--- config.mk ---
export PLATFORM = sky130hd
export DESIGN_NAME = fp_sqrt_arb
export DESIGN_NICKNAME = d
export VERILOG_FILES = /design/src/rtl/fp_sqrt_arb.sv
export SDC_FILE = /design/constraint.sdc
export NUM_CORES = 1
export LEC_CHECK = 0
export CAP_MARGIN = 0
export CORE_MARGIN = 2
export CORE_UTILIZATION = 35
export DETAILED_ROUTE_END_ITERATION = 12
export GPL_TIMING_DRIVEN = 0
export PLACE_DENSITY = 0.81
export SETUP_SLACK_MARGIN = 0.1
export SLEW_MARGIN = 25
export SYNTH_ARGS = -nofsm -noshare
export SYNTH_HDL_FRONTEND = slang
export SYNTH_SLANG_ARGS = --single-unit
--- constraint.sdc ---
create_clock -name clk_i -period 3.41 [get_ports clk_i]
set_input_delay 0.341 -clock clk_i [delete_from_list [all_inputs] [get_ports clk_i]]
set_output_delay 0.341 -clock clk_i [all_outputs]
set_load 0.01 [all_outputs]
--- src/rtl/fp_sqrt_arb.sv ---
// fp_sqrt_arb: round-robin arbiter that shares one multi-cycle fp_sqrt unit
// between NUM_REQ requesters, with one operation in flight at a time.
//
// Ports
//   clk_i, reset_i        clock, asynchronous active-high reset
//   req_valid_i/ready_o   per-requester request handshake (ready one-hot or 0)
//   req_a_i, req_rnd_i    packed operands / rounding modes, slice i = requester i
//   rsp_valid_o/ready_i   one-hot response handshake
//   rsp_result_o          captured fp_sqrt result (zero on a watchdog abort)
//   rsp_rnd_o             rounding mode travelling with the response
//   rsp_timeout_o         response produced by a watchdog abort
//   sqrt_start_o, sqrt_a_o, sqrt_rnd_o, sqrt_done_i, sqrt_result_i
//                         connection to the fp_sqrt unit
//   busy_o, grant_id_o    FSM not idle / current owner of the unit
//
// Build option: define FP_SQRT_ARB_WDT_EN to enable the WAIT-state watchdog
// (limit WDT_CYCLES). Without it rsp_timeout_o is tied low and WAIT lasts
// until sqrt_done_i.

package fp_sqrt_arb_pkg;
  typedef enum logic [1:0] {FP32 = 2'd0, FP64 = 2'd1, FP16 = 2'd2, BF16 = 2'd3} fp_format_e;
  typedef enum logic [2:0] {RNE = 3'd0, RTZ = 3'd1, RDN = 3'd2, RUP = 3'd3, RMM = 3'd4} roundmode_e;

  localparam int unsigned MAX_FP_WIDTH = 64;

  typedef struct packed {
    logic [MAX_FP_WIDTH-1:0] u_result;
    logic                    round_en;
    logic [4:0]              status;
  } uround_res_t;

  function automatic int unsigned fp_width(fp_format_e f);
    case (f)
      FP64:       return 64;
      FP16, BF16: return 16;
      default:    return 32;
    endcase
  endfunction
endpackage

module fp_sqrt_arb
  import fp_sqrt_arb_pkg::*;
#(
  parameter int         NUM_REQ    = 4,
  parameter fp_format_e FP_FORMAT  = FP32,
  parameter int         WDT_CYCLES = 64,
  localparam int        FP_WIDTH   = fp_width(FP_FORMAT),
  localparam int        ID_W       = $clog2(NUM_REQ)
) (
  input  logic                        clk_i,
  input  logic                        reset_i,
  input  logic [NUM_REQ-1:0]          req_valid_i,
  output logic [NUM_REQ-1:0]          req_ready_o,
  input  logic [NUM_REQ*FP_WIDTH-1:0] req_a_i,
  input  logic [NUM_REQ*3-1:0]        req_rnd_i,
  output logic [NUM_REQ-1:0]          rsp_valid_o,
  input  logic [NUM_REQ-1:0]          rsp_ready_i,
  output uround_res_t                 rsp_result_o,
  output logic [2:0]                  rsp_rnd_o,
  output logic                        rsp_timeout_o,
  output logic                        sqrt_start_o,
  output logic [FP_WIDTH-1:0]         sqrt_a_o,
  output logic [2:0]                  sqrt_rnd_o,
  input  logic                        sqrt_done_i,
  input  uround_res_t                 sqrt_result_i,
  output logic                        busy_o,
  output logic [ID_W-1:0]             grant_id_o
);

  if (NUM_REQ < 2 || NUM_REQ > 8 || WDT_CYCLES < 1) begin : g_param_check
    $error("fp_sqrt_arb: unsupported parameter value");
  end

  localparam int                CW        = ID_W + 1;
  localparam logic [CW-1:0]     NUM_REQ_C = CW'(NUM_REQ);
  localparam logic [ID_W-1:0]   LAST_ID   = ID_W'(NUM_REQ - 1);
  localparam logic [NUM_REQ-1:0] ONE      = NUM_REQ'(1);

  typedef enum logic [1:0] {IDLE, ISSUE, WAIT, RESP} state_e;

  state_e               state;
  logic [ID_W-1:0]      rr_ptr;
  logic [ID_W-1:0]      grant_id;
  logic [FP_WIDTH-1:0]  op_a;
  logic [2:0]           op_rnd;
  uround_res_t          res;
  logic                 start;
  logic [NUM_REQ-1:0]   rsp_vld;

  logic [ID_W-1:0]      winner;
  logic                 any_req;
  logic [CW-1:0]        cand;

  logic [FP_WIDTH-1:0]  a_arr   [NUM_REQ];
  logic [2:0]           rnd_arr [NUM_REQ];

  for (genvar g = 0; g < NUM_REQ; g++) begin : g_unpack
    assign a_arr[g]   = req_a_i[g*FP_WIDTH +: FP_WIDTH];
    assign rnd_arr[g] = req_rnd_i[g*3 +: 3];
  end

  // Search from rr_ptr upward with wrap. Walking the offsets from highest to
  // lowest lets the closest valid requester overwrite the farther ones.
  always_comb begin
    winner  = rr_ptr;
    any_req = 1'b0;
    cand    = '0;
    for (int k = NUM_REQ - 1; k >= 0; k--) begin
      cand = {1'b0, rr_ptr} + CW'(k);
      if (cand >= NUM_REQ_C) cand = cand - NUM_REQ_C;
      if (req_valid_i[cand[ID_W-1:0]]) begin
        winner  = cand[ID_W-1:0];
        any_req = 1'b1;
      end
    end
  end

`ifdef FP_SQRT_ARB_WDT_EN
  localparam int              WDT_W    = $clog2(WDT_CYCLES + 1);
  localparam logic [WDT_W-1:0] WDT_LAST = WDT_W'(WDT_CYCLES - 1);
  logic [WDT_W-1:0] wdt_cnt;
  logic             timeout;
`endif

  always_ff @(posedge clk_i or posedge reset_i) begin
    if (reset_i) begin
      state    <= IDLE;
      rr_ptr   <= '0;
      grant_id <= '0;
      op_a     <= '0;
      op_rnd   <= '0;
      res      <= '0;
      start    <= 1'b0;
      rsp_vld  <= '0;
`ifdef FP_SQRT_ARB_WDT_EN
      wdt_cnt  <= '0;
      timeout  <= 1'b0;
`endif
    end else begin
      start <= 1'b0;
      case (state)
        IDLE: begin
          if (any_req) begin
            grant_id <= winner;
            op_a     <= a_arr[winner];
            op_rnd   <= rnd_arr[winner];
            start    <= 1'b1;
            state    <= ISSUE;
          end
        end
        ISSUE: begin
          state <= WAIT;
`ifdef FP_SQRT_ARB_WDT_EN
          wdt_cnt <= '0;
`endif
        end
        WAIT: begin
          if (sqrt_done_i) begin
            res     <= sqrt_result_i;
            rsp_vld <= ONE << grant_id;
            state   <= RESP;
          end
`ifdef FP_SQRT_ARB_WDT_EN
          // WAIT cycle number WDT_CYCLES without done: abort with a zero result.
          else if (wdt_cnt == WDT_LAST) begin
            res     <= '0;
            timeout <= 1'b1;
            rsp_vld <= ONE << grant_id;
            state   <= RESP;
          end else begin
            wdt_cnt <= wdt_cnt + 1'b1;
          end
`endif
        end
        RESP: begin
          // rsp_vld holds only the granted bit, so other readies are masked.
          if (|(rsp_vld & rsp_ready_i)) begin
            rsp_vld <= '0;
            rr_ptr  <= (grant_id == LAST_ID) ? '0 : grant_id + ID_W'(1);
            state   <= IDLE;
`ifdef FP_SQRT_ARB_WDT_EN
            timeout <= 1'b0;
`endif
          end
        end
        default: state <= IDLE;
      endcase
    end
  end

  // Ready is gated with reset so it stays low while reset is asserted even
  // if requests are already pending.
  assign req_ready_o  = (state == IDLE && any_req && !reset_i) ? (ONE << winner) : '0;
  assign rsp_valid_o  = rsp_vld;
  assign rsp_result_o = res;
  assign rsp_rnd_o    = op_rnd;
  assign sqrt_start_o = start;
  assign sqrt_a_o     = op_a;
  assign sqrt_rnd_o   = op_rnd;
  assign busy_o       = (state != IDLE);
  assign grant_id_o   = grant_id;
`ifdef FP_SQRT_ARB_WDT_EN
  assign rsp_timeout_o = timeout;
`else
  assign rsp_timeout_o = 1'b0;
`endif

endmodule

; ---- Yosys cells after proc, flatten, opt, wreduce, memory -nomap -nowiden
; Cells that the tools add are included.
[classes]
order_cmp = 9
add_sub_neg = 8
n_eq_ne = 7
muxes = 37
shift = 2
n_reduce_logical = 12
bitwise = 2
[op_table]
columns = op, n
row1 = 32-bit binary-select mux with 2-bit select, 1
row2 = 32-bit two-way mux, 2
row3 = 2-bit two-way mux, 12
row4 = 3-bit >= comparator (second input constant), 4
row5 = 2-bit by 3-bit < comparator with 1-bit output (second input constant), 4
row6 = 4-bit two-way mux, 3
row7 = 1-bit two-way mux, 10
row8 = 1-bit binary-select mux with 2-bit select, 4
row9 = 2-bit one-hot mux with 4 select lines, 1
row10 = 4-bit one-hot mux with 2 select lines, 1
row11 = 1-bit by 2-bit << shifter with 4-bit output (first input constant), 2
row12 = 2-bit by 1-bit subtractor with 2-bit output (second input constant), 4
row13 = 2-bit by 2-bit adder with 3-bit output (second input constant), 2
row14 = 3-bit binary-select mux with 2-bit select, 1
row15 = 2-bit equality test (second input constant), 3
row16 = 3-bit two-way mux, 2
row17 = 2-bit != test (second input constant), 3
row18 = 2-bit AND reduction, 3
row19 = 3-bit AND reduction, 2
row20 = 4-bit AND, 1
row21 = 2-bit nonzero test, 2
row22 = 4-bit OR reduction, 1
row23 = 2-bit by 1-bit adder with 3-bit output (second input constant), 1
row24 = 2-bit by 3-bit >= comparator with 1-bit output (second input constant), 1
row25 = 6 further kinds, 7
[word_totals]
word_cells = 87
output_inout_bits = 121
ff_bits = 116
inputBits = 221

; ---- Logic depth before layout (Yosys ltp)
; Gate-level depths: netlist of the first run.
[depth]
ltp_word = 13
depth_mapped = 9
depth_no_buf = 7

; ---- Worst setup path after synthesis of the first run
; Ideal clock, no wire load.
[synth_path]
path_kind = input-to-output
start = input reset_i
end = output req_ready_o[0]
slack_ps = -189
path_buffers = 0
arrival_time_ps = 3258
stages = 2
required_ps = 3069
cell_sequence = inv_1 -> and3_1
[synth_between]
elab_chain_len = 3
[synth_lines]
columns = item, line_no
row1 = "start, declared", 51  ; input logic reset_i,
row2 = 1-bit logical NOT, 193  ; assign req_ready_o = (state == IDLE && any_req && !reset_i) ? (ONE << winner) : '0;
row3 = 1-bit logical AND, 193
row4 = 4-bit two-way mux, 193
row5 = "end, declared", 53  ; output logic [NUM_REQ-1:0] req_ready_o,
; No other way between the ends.

; ---- Worst setup path after layout of the first run
[layout_path]
start = input req_valid_i[1]
end = output req_ready_o[3]
[layout_between]
elab_chain_len = 9
elab_cells_between_ends = 20
cone_classes = 1 x shift / 17 x mux / 2 x reduce/logical
[layout_lines]
columns = item, line_no
row1 = "start, declared", 52  ; input logic [NUM_REQ-1:0] req_valid_i,
row2 = 1-bit binary-select mux with 2-bit select, 111  ; if (req_valid_i[cand[ID_W-1:0]]) begin
row3 = 1-bit two-way mux (implied by the code), 111
row4 = 1-bit two-way mux (4 in series), 111
row5 = 1-bit logical AND (2 in series), 193
row6 = 4-bit two-way mux (*), 193
; Every way passes the cells marked *; elsewhere a longest branch is shown, timed or not. The select of a mux whose other input is x is not followed.

==> results of run 1 <==
## sequential cells by signal (all words and copies together) (netlist names)
signal / cells
rsp_result_o: 70
sqrt_a_o: 32
rsp_valid_o: 4
rsp_rnd_o: 3
grant_id_o: 2
rr_ptr: 2
state: 2
sqrt_start_o: 1
## worst register-to-register path: stages, from the launching register on
cell       delay [ns]
dfrtp_1          0.35
buf_2            0.18
nor3_1           0.29
a2111oi_4        0.10
nor4_4           0.57
clkbuf_1         0.51
a211oi_1         0.17
## worst max-delay path by stage
stage	start	to	slack [ns]	cells past startpoint
2_1_floorplan	reset_i	req_ready_o[0]	0.59	2
3_3_place_gp	reset_i	req_ready_o[0]	-1.30	4
3_5_place_dp	req_valid_i[1]	req_ready_o[3]	0.07	8
4_1_cts	state[0]	req_ready_o[3]	0.24	9
5_1_grt	req_valid_i[1]	req_ready_o[3]	0.12	8
6_report	req_valid_i[1]	req_ready_o[3]	0.26	8
## layer usage
metal | vias up | share of wire [%] | global-route usage [%] | routed length [um]
li1 | 2506 | - | - | -
met5 | - | 0 | 0 | 0
met3 | 37 | 7.2 | 5.86 | 1390
met1 | 2475 | 37 | 24.2 | 7160
met2 | 240 | 53 | 39.7 | 10100
met4 | 0 | 2.7 | 8.87 | 512
## cells in the mapped netlist (2+ instances only)
library cell / n / area [um2]
a211oi_2: 23 / 288
and4_1: 34 / 298
buf_1: 7 / 26.3
nand3_1: 2 / 10.0
ha_1: 8 / 100
nor2_1: 39 / 146
a21oi_1: 2 / 10.0
buf_6: 3 / 33.8
and3_1: 2 / 12.5
buf_2: 8 / 40.0
nand3b_1: 4 / 30.0
clkbuf_1: 13 / 48.8
a22oi_1: 2 / 15.0
mux2i_1: 35 / 350
inv_1: 10 / 37.5
nand2_1: 6 / 22.5
dfrtp_1: 116 / 2900
o21ai_1: 3 / 15.0
mux2_2: 71 / 800
o21ai_0: 4 / 20.0
nor2b_1: 4 / 25.0
nor3_1: 5 / 25.0
o21a_1: 2 / 15.0
a211oi_1: 47 / 353
buf_4: 8 / 60.1
## power groups by stage
stage,registers [W],clock network [W],logic (W)
2_1_floorplan,0.00276,0,0.00182
3_3_place_gp,0.00242,0,0.00428
3_5_place_dp,0.00246,0,0.00435
4_1_cts,0.00244,0.00193,0.00438
5_1_grt,0.00253,0.00198,0.00466
6_report,0.00244,0.00189,0.00433
## layout make-up
type	instances	area share, %
repair buffers	344	34.0
flip-flops and latches	116	28.3
multi-input cells	308	26.4
clock buffers	17	4.15
well taps	220	2.68
plain buffers	40	2.11
clock inverters	14	1.98
inverters	10	0.402
## through the flow
stage | power [W] | TNS [ns]
final | 0.00866 | 0
after global routing | 0.00917 | 0
after detailed placement | 0.00682 | 0
after global placement | 0.00670 | -2.58
after floorplan | 0.00458 | 0
after CTS | 0.00875 | 0
## cells by family (layout without fill, tap and decap cells)
| family | after synthesis | count (layout) |
|---|---|---|
| AOI/OAI and AO/OA | 92 | 92 |
| adders and majority gates | 8 | 8 |
| buffers and inverters | 50 | 425 |
| DFF | 116 | 116 |
| muxes | 107 | 107 |
| other | 1 | 1 |
| and+or+nand+nor | 100 | 100 |
## repair_timing
item | in CTS | in global routing
resized for setup | 2 | 0
endpoints found under the setup margin | 1 | 0
endpoints found under the hold margin | 0 | 0
==> impl_metrics.csv, run 1 <==
group,metric,value,unit
power,combinationalPowerShare,50.0,%
clocking,cts_tree,"yes",
floorplanning,die_area,17800,um2
final_layout,fin_nets,1066,
critical_path,worst_r2r_endpoint,"sqrt_a_o[2]",
final_layout,layout_common_cells,"clkdlybuf4s50_1 (340), dfrtp_1 (116), mux2_2 (71)",
final_layout,mostFrequentLayoutCell,"clkdlybuf4s50_1",
power,pwr-share-clk,21.8,%
final_layout,area_delta_synth_final,75.3,%
timing,setup_viol,0,
yosys,synthFlopType,"dfrtp_1",
routing,wl_per_cell,17.9,um
global_route,antenna_found_initial,0,
yosys,synthCells,474,
power,power_frac_seq,28.2,%
critical_path,worstPathCellList,"clkdlybuf4s50_1, nand2b_1, o32a_1, nand3_1, buf_4, buf_2, nor3_1, clkdlybuf4s50_1",
critical_path,crit_buf_inv,4,
clocking,clk-insertion-delay-late,0.41,ns
power,p_int,0.00573,W
timing,layout_setup_ws,0.261,ns
timing,hold_slack,0.394,ns
critical_path,cp-end-kind,"output port",
job,max_cap_violations,0,
timing,period_share,92.4,%
yosys,synthMuxAreaShare,19.8,%
yosys,syn_area_per_cell,12.3,um2
timing,finClkSkew,0.00511,ns
yosys,yosys_warnings,0,
placement,hpwl,15.4,mm
critical_path,slowest_delay,0.63,ns
routing,via_per_inst,4.92,
clocking,cts_htree_levels,4,
run_status,status,"completed",
timing,slew_headroom,47.8,%
timing,hold_viol_final,0,
timing,fmax,318,MHz
routing,ant_nets,0,
power,p_per_area,844,nW/um2
power,p_sw_share,33.9,%
routing,num_vias,5258,
critical_path,worstPathMaxFanout,10,
clocking,cts_inserted_buffers,17,
final_layout,fin_cells,1069,
global_route,overflow,0,
floorplanning,start_util,35.5,%
critical_path,r2r_slack,1.08,ns
routing,firstDrtPassIters,5,
yosys,synth_top_family_by_area,"multiplexers",
yosys,synthXorXnorAreaFrac,0,%
critical_path,cp_data_arrival_time,2.81,ns
power,p_switching,0.00293,W
critical_path,worstReg2RegStart,"rr_ptr[1]",
final_layout,finish.utilization,62.3,%
final_layout,fin_area,10300,um2
yosys,async_flop_share,100,%
routing,drt_iter0_drc,235,
timing,fin_crit,3.15,ns
yosys,synth_compound_area_share,13.9,%
floorplanning,num_io_pins,342,
placement,placed_cells,1038,
clocking,holdBufCountCts,0,
clocking,clk_pin_slew_worst_paths,0.06,ns
global_route,grt_use_total,21.9,%
final_layout,drive_gt1_share,18.6,%
yosys,yosysUniqueCellTypes,41,
yosys,synth-simple-area-share,10.6,%
final_layout,diodes,0,
global_route,grt_max_degree,32,
yosys,synth_seq_cells,116,
critical_path,cp_top_family,"buffers and inverters",
placement,gp_congestion,0.808,
routing,drc,0,
yosys,syn_nets,703,
timing,tightest_slew,0.777,ns
final_layout,multi_input_area,2700,um2
clocking,cts-root-buf,"clkbuf_16",
routing,postRouteWirelength,19.2,mm
worst_hold_path,hold_class,"input pin to async pin",
final_layout,nFillCells,1305,
floorplanning,die_width,133,um
timing,rsz0062_at_grt,"no",
final_layout,register_area,2900,um2
placement,postPlaceCellArea,9620,um2
placement,numPortBuffers,340,
power,leakagePower,4.17,nW
yosys,synth_adder_area_share,1.71,%
floorplanning,row_count,47,
global_route,grt_pass1_vias,5541,
clocking,cts_num_sinks,116,
global_route,grt_pass1_wl,29.7,mm
yosys,synth-seq-area-share,49.6,%
clocking,clockBufferDepth,2,
power,peakVddDrop,0.383,mV
placement,dpl_worst_slack,0.0734,ns
timing,slew_violations,0,
critical_path,cp.required,3.07,ns
critical_path,critPathKind,"input pin to output port",
yosys,syn_area,5850,um2
yosys,synth_edf_count,0,
floorplanning,fp.dieH,133,um
critical_path,path_common_cell,"clkdlybuf4s50_1",
critical_path,critPathSlowestCell,"clkdlybuf4s50_1",
floorplanning,core-area,16500,um2
clocking,post_cts_buffers,0,
critical_path,critical_path.startpoint_type,"input pin",
critical_path,reg2reg_depth,6,
(Power assumes the default switching activity.)
==> run 2: changes to the inputs <==
- CELL_PAD_IN_SITES_DETAIL_PLACEMENT: unset -> 2
- CELL_PAD_IN_SITES_GLOBAL_PLACEMENT: unset -> 2
- CORE_UTILIZATION: 35 -> 20
- GPL_ROUTABILITY_DRIVEN: unset -> 0
- PLACE_DENSITY: 0.81 -> 0.79
==> impl_metrics.csv, run 2 (synthesized netlist as in run 1, its figures left out) <==
group,metric,value,unit
global_route,grt_max_degree,30,
power,p_per_area,855,nW/um2
timing,slew_headroom,38.6,%
final_layout,mostFrequentLayoutCell,"clkdlybuf4s50_1",
timing,hold_viol_final,0,
floorplanning,fp.dieH,175,um
critical_path,worstPathCellList,"clkdlybuf4s50_1, nor2_1, o21bai_4, nand3_1, buf_4, buf_2, nor3_1, clkdlybuf4s50_1",
floorplanning,die_area,30600,um2
final_layout,diodes,0,
global_route,grt_pass1_vias,6198,
worst_hold_path,hold_class,"input pin to async pin",
critical_path,cp_top_family,"buffers and inverters",
floorplanning,die_width,175,um
clocking,clockBufferDepth,2,
placement,numPortBuffers,340,
final_layout,drive_gt1_share,19.1,%
clocking,cts-root-buf,"clkbuf_16",
power,p_int,0.00580,W
critical_path,critical_path.startpoint_type,"input pin",
routing,drc,0,
routing,drt_iter0_drc,93,
job,max_cap_violations,0,
critical_path,cp_data_arrival_time,2.84,ns
timing,fin_crit,3.18,ns
critical_path,path_common_cell,"clkdlybuf4s50_1",
power,combinationalPowerShare,50.3,%
clocking,cts_inserted_buffers,17,
clocking,holdBufCountCts,0,
global_route,grt_pass1_wl,38.7,mm
critical_path,worstPathMaxFanout,10,
timing,finClkSkew,0.00839,ns
placement,hpwl,20.7,mm
routing,num_vias,5531,
timing,rsz0062_at_grt,"no",
critical_path,critPathSlowestCell,"clkdlybuf4s50_1",
final_layout,largest_reg_flops,70,
timing,setup_tns,0,ns
routing,postRouteWirelength,25.9,mm
clocking,cts_tree,"yes",
timing,tightest_slew,0.914,ns
clocking,cts_htree_levels,4,
clocking,cts_num_sinks,116,
critical_path,cp-end-kind,"output port",
clocking,clk_pin_slew_worst_paths,0.06,ns
power,p_sw_share,35.5,%
floorplanning,row_count,62,
global_route,antenna_found_initial,0,
final_layout,nFillCells,3032,
floorplanning,num_io_pins,342,
final_layout,layout_common_cells,"clkdlybuf4s50_1 (339), dfrtp_1 (116), mux2_2 (71)",
routing,firstDrtPassIters,4,
final_layout,fin_nets,1070,
timing,fmax,315,MHz
routing,via_per_inst,4.47,
global_route,overflow,0,
clocking,clk-insertion-delay-late,0.42,ns
timing,setup_viol,0,
power,pwr-share-clk,21.8,%
floorplanning,start_util,20.3,%
critical_path,crit_buf_inv,4,
power,power,0.00899,W
run_status,status,"completed",
power,peakVddDrop,0.299,mV
final_layout,area_delta_synth_final,79.7,%
power,p_switching,0.00319,W
critical_path,critPathKind,"input pin to output port",
critical_path,slowest_delay,0.65,ns
power,power_frac_seq,27.8,%
routing,ant_nets,0,
floorplanning,core-area,28800,um2
timing,period_share,93.2,%
global_route,grt_use_total,16.9,%
routing,wl_per_cell,20.9,um
critical_path,cp.required,3.07,ns
timing,slew_violations,0,
power,leakagePower,4.20,nW
## run 2: cell types whose count changed in the layout (fill, tap and decap cells not counted), sizes merged
cell,previous run,this run
buf,30,34
clkdlybuf4s50,340,339
clkbuf,31,35
clkinv,7,2
clkinvlp,2,4
dlymetal6s2s,0,1
## run 2: metrics by stage
stage                     setup slack [ns]  cells  hold WS (ns)  util [%]  cell area (um2)
after floorplan                      0.592    474         0.492         -             5860
after global placement               -1.55   1198         0.485      33.8             9740
after detailed placement            -0.226   1202         0.495      34.1             9820
after CTS                           0.0995   1238         0.318      36.5            10500
after global routing                0.0854   1238         0.344      36.5            10500
final                                0.231   1238         0.334      36.5            10500
## run 2: routing by layer
metal	track usage, %	vias up	wire length, um
met3	5.33	21	1950
met1	19.0	2741	10300
met2	30.5	264	13300
met4	5.07	0	349
li1	-	2505	-
met5	0	-	0
## run 2: cell type report
class	instances	area (um2)	share of cell area, %
Buffer	40	216	2.06
Clock buffer	21	460	4.38
Clock inverter	11	174	1.65
Inverter	10	41.3	0.393
Multi-Input combinational cell	308	2730	25.9
Sequential cell	116	2900	27.6
Tap cell	384	480	4.57
Timing Repair Buffer	348	3520	33.4
## run 2: path summary, 6_finish.rpt
path	from	endpoint	slack (ns)	cells after the start
max	req_valid_i[1]	req_ready_o[3]	0.23	8
min	reset_i	sqrt_a_o[20]	0.33	2
max reg2reg	rr_ptr[1]	sqrt_a_o[5]	1.19	8
min reg2reg	rsp_result_o[49]	rsp_result_o[49]	0.50	1
max in group asynchronous	reset_i	rsp_result_o[59]	2.36	4
min in group clk_i	rsp_result_o[49]	rsp_result_o[49]	0.50	1
## run 2: worst register-to-register path, stage by stage, from the launching register on
cell and delay (ns):
dfrtp_1 0.36, buf_2 0.19, nor3_1 0.35, a2111oi_4 0.11, nor4_4 0.16, buf_4 0.16
buf_4 0.16, clkbuf_1 0.43, a211oi_1 0.16
## run 2: what timing repair did
item	CTS	global route
buffers inserted	4	0
gates resized for setup	4	4
endpoints found under the setup margin	3	2
pin swaps	1	1
## run 2: power by group through the flow
stage	Clock [W]	Sequential (W)	Combinational, W
floorplan	0	0.00276	0.00182
global placement	0	0.00247	0.00441
detailed placement	0	0.00254	0.00455
global route	0.00208	0.00260	0.00490
finish	0.00196	0.00250	0.00453
CTS	0.00203	0.00252	0.00461
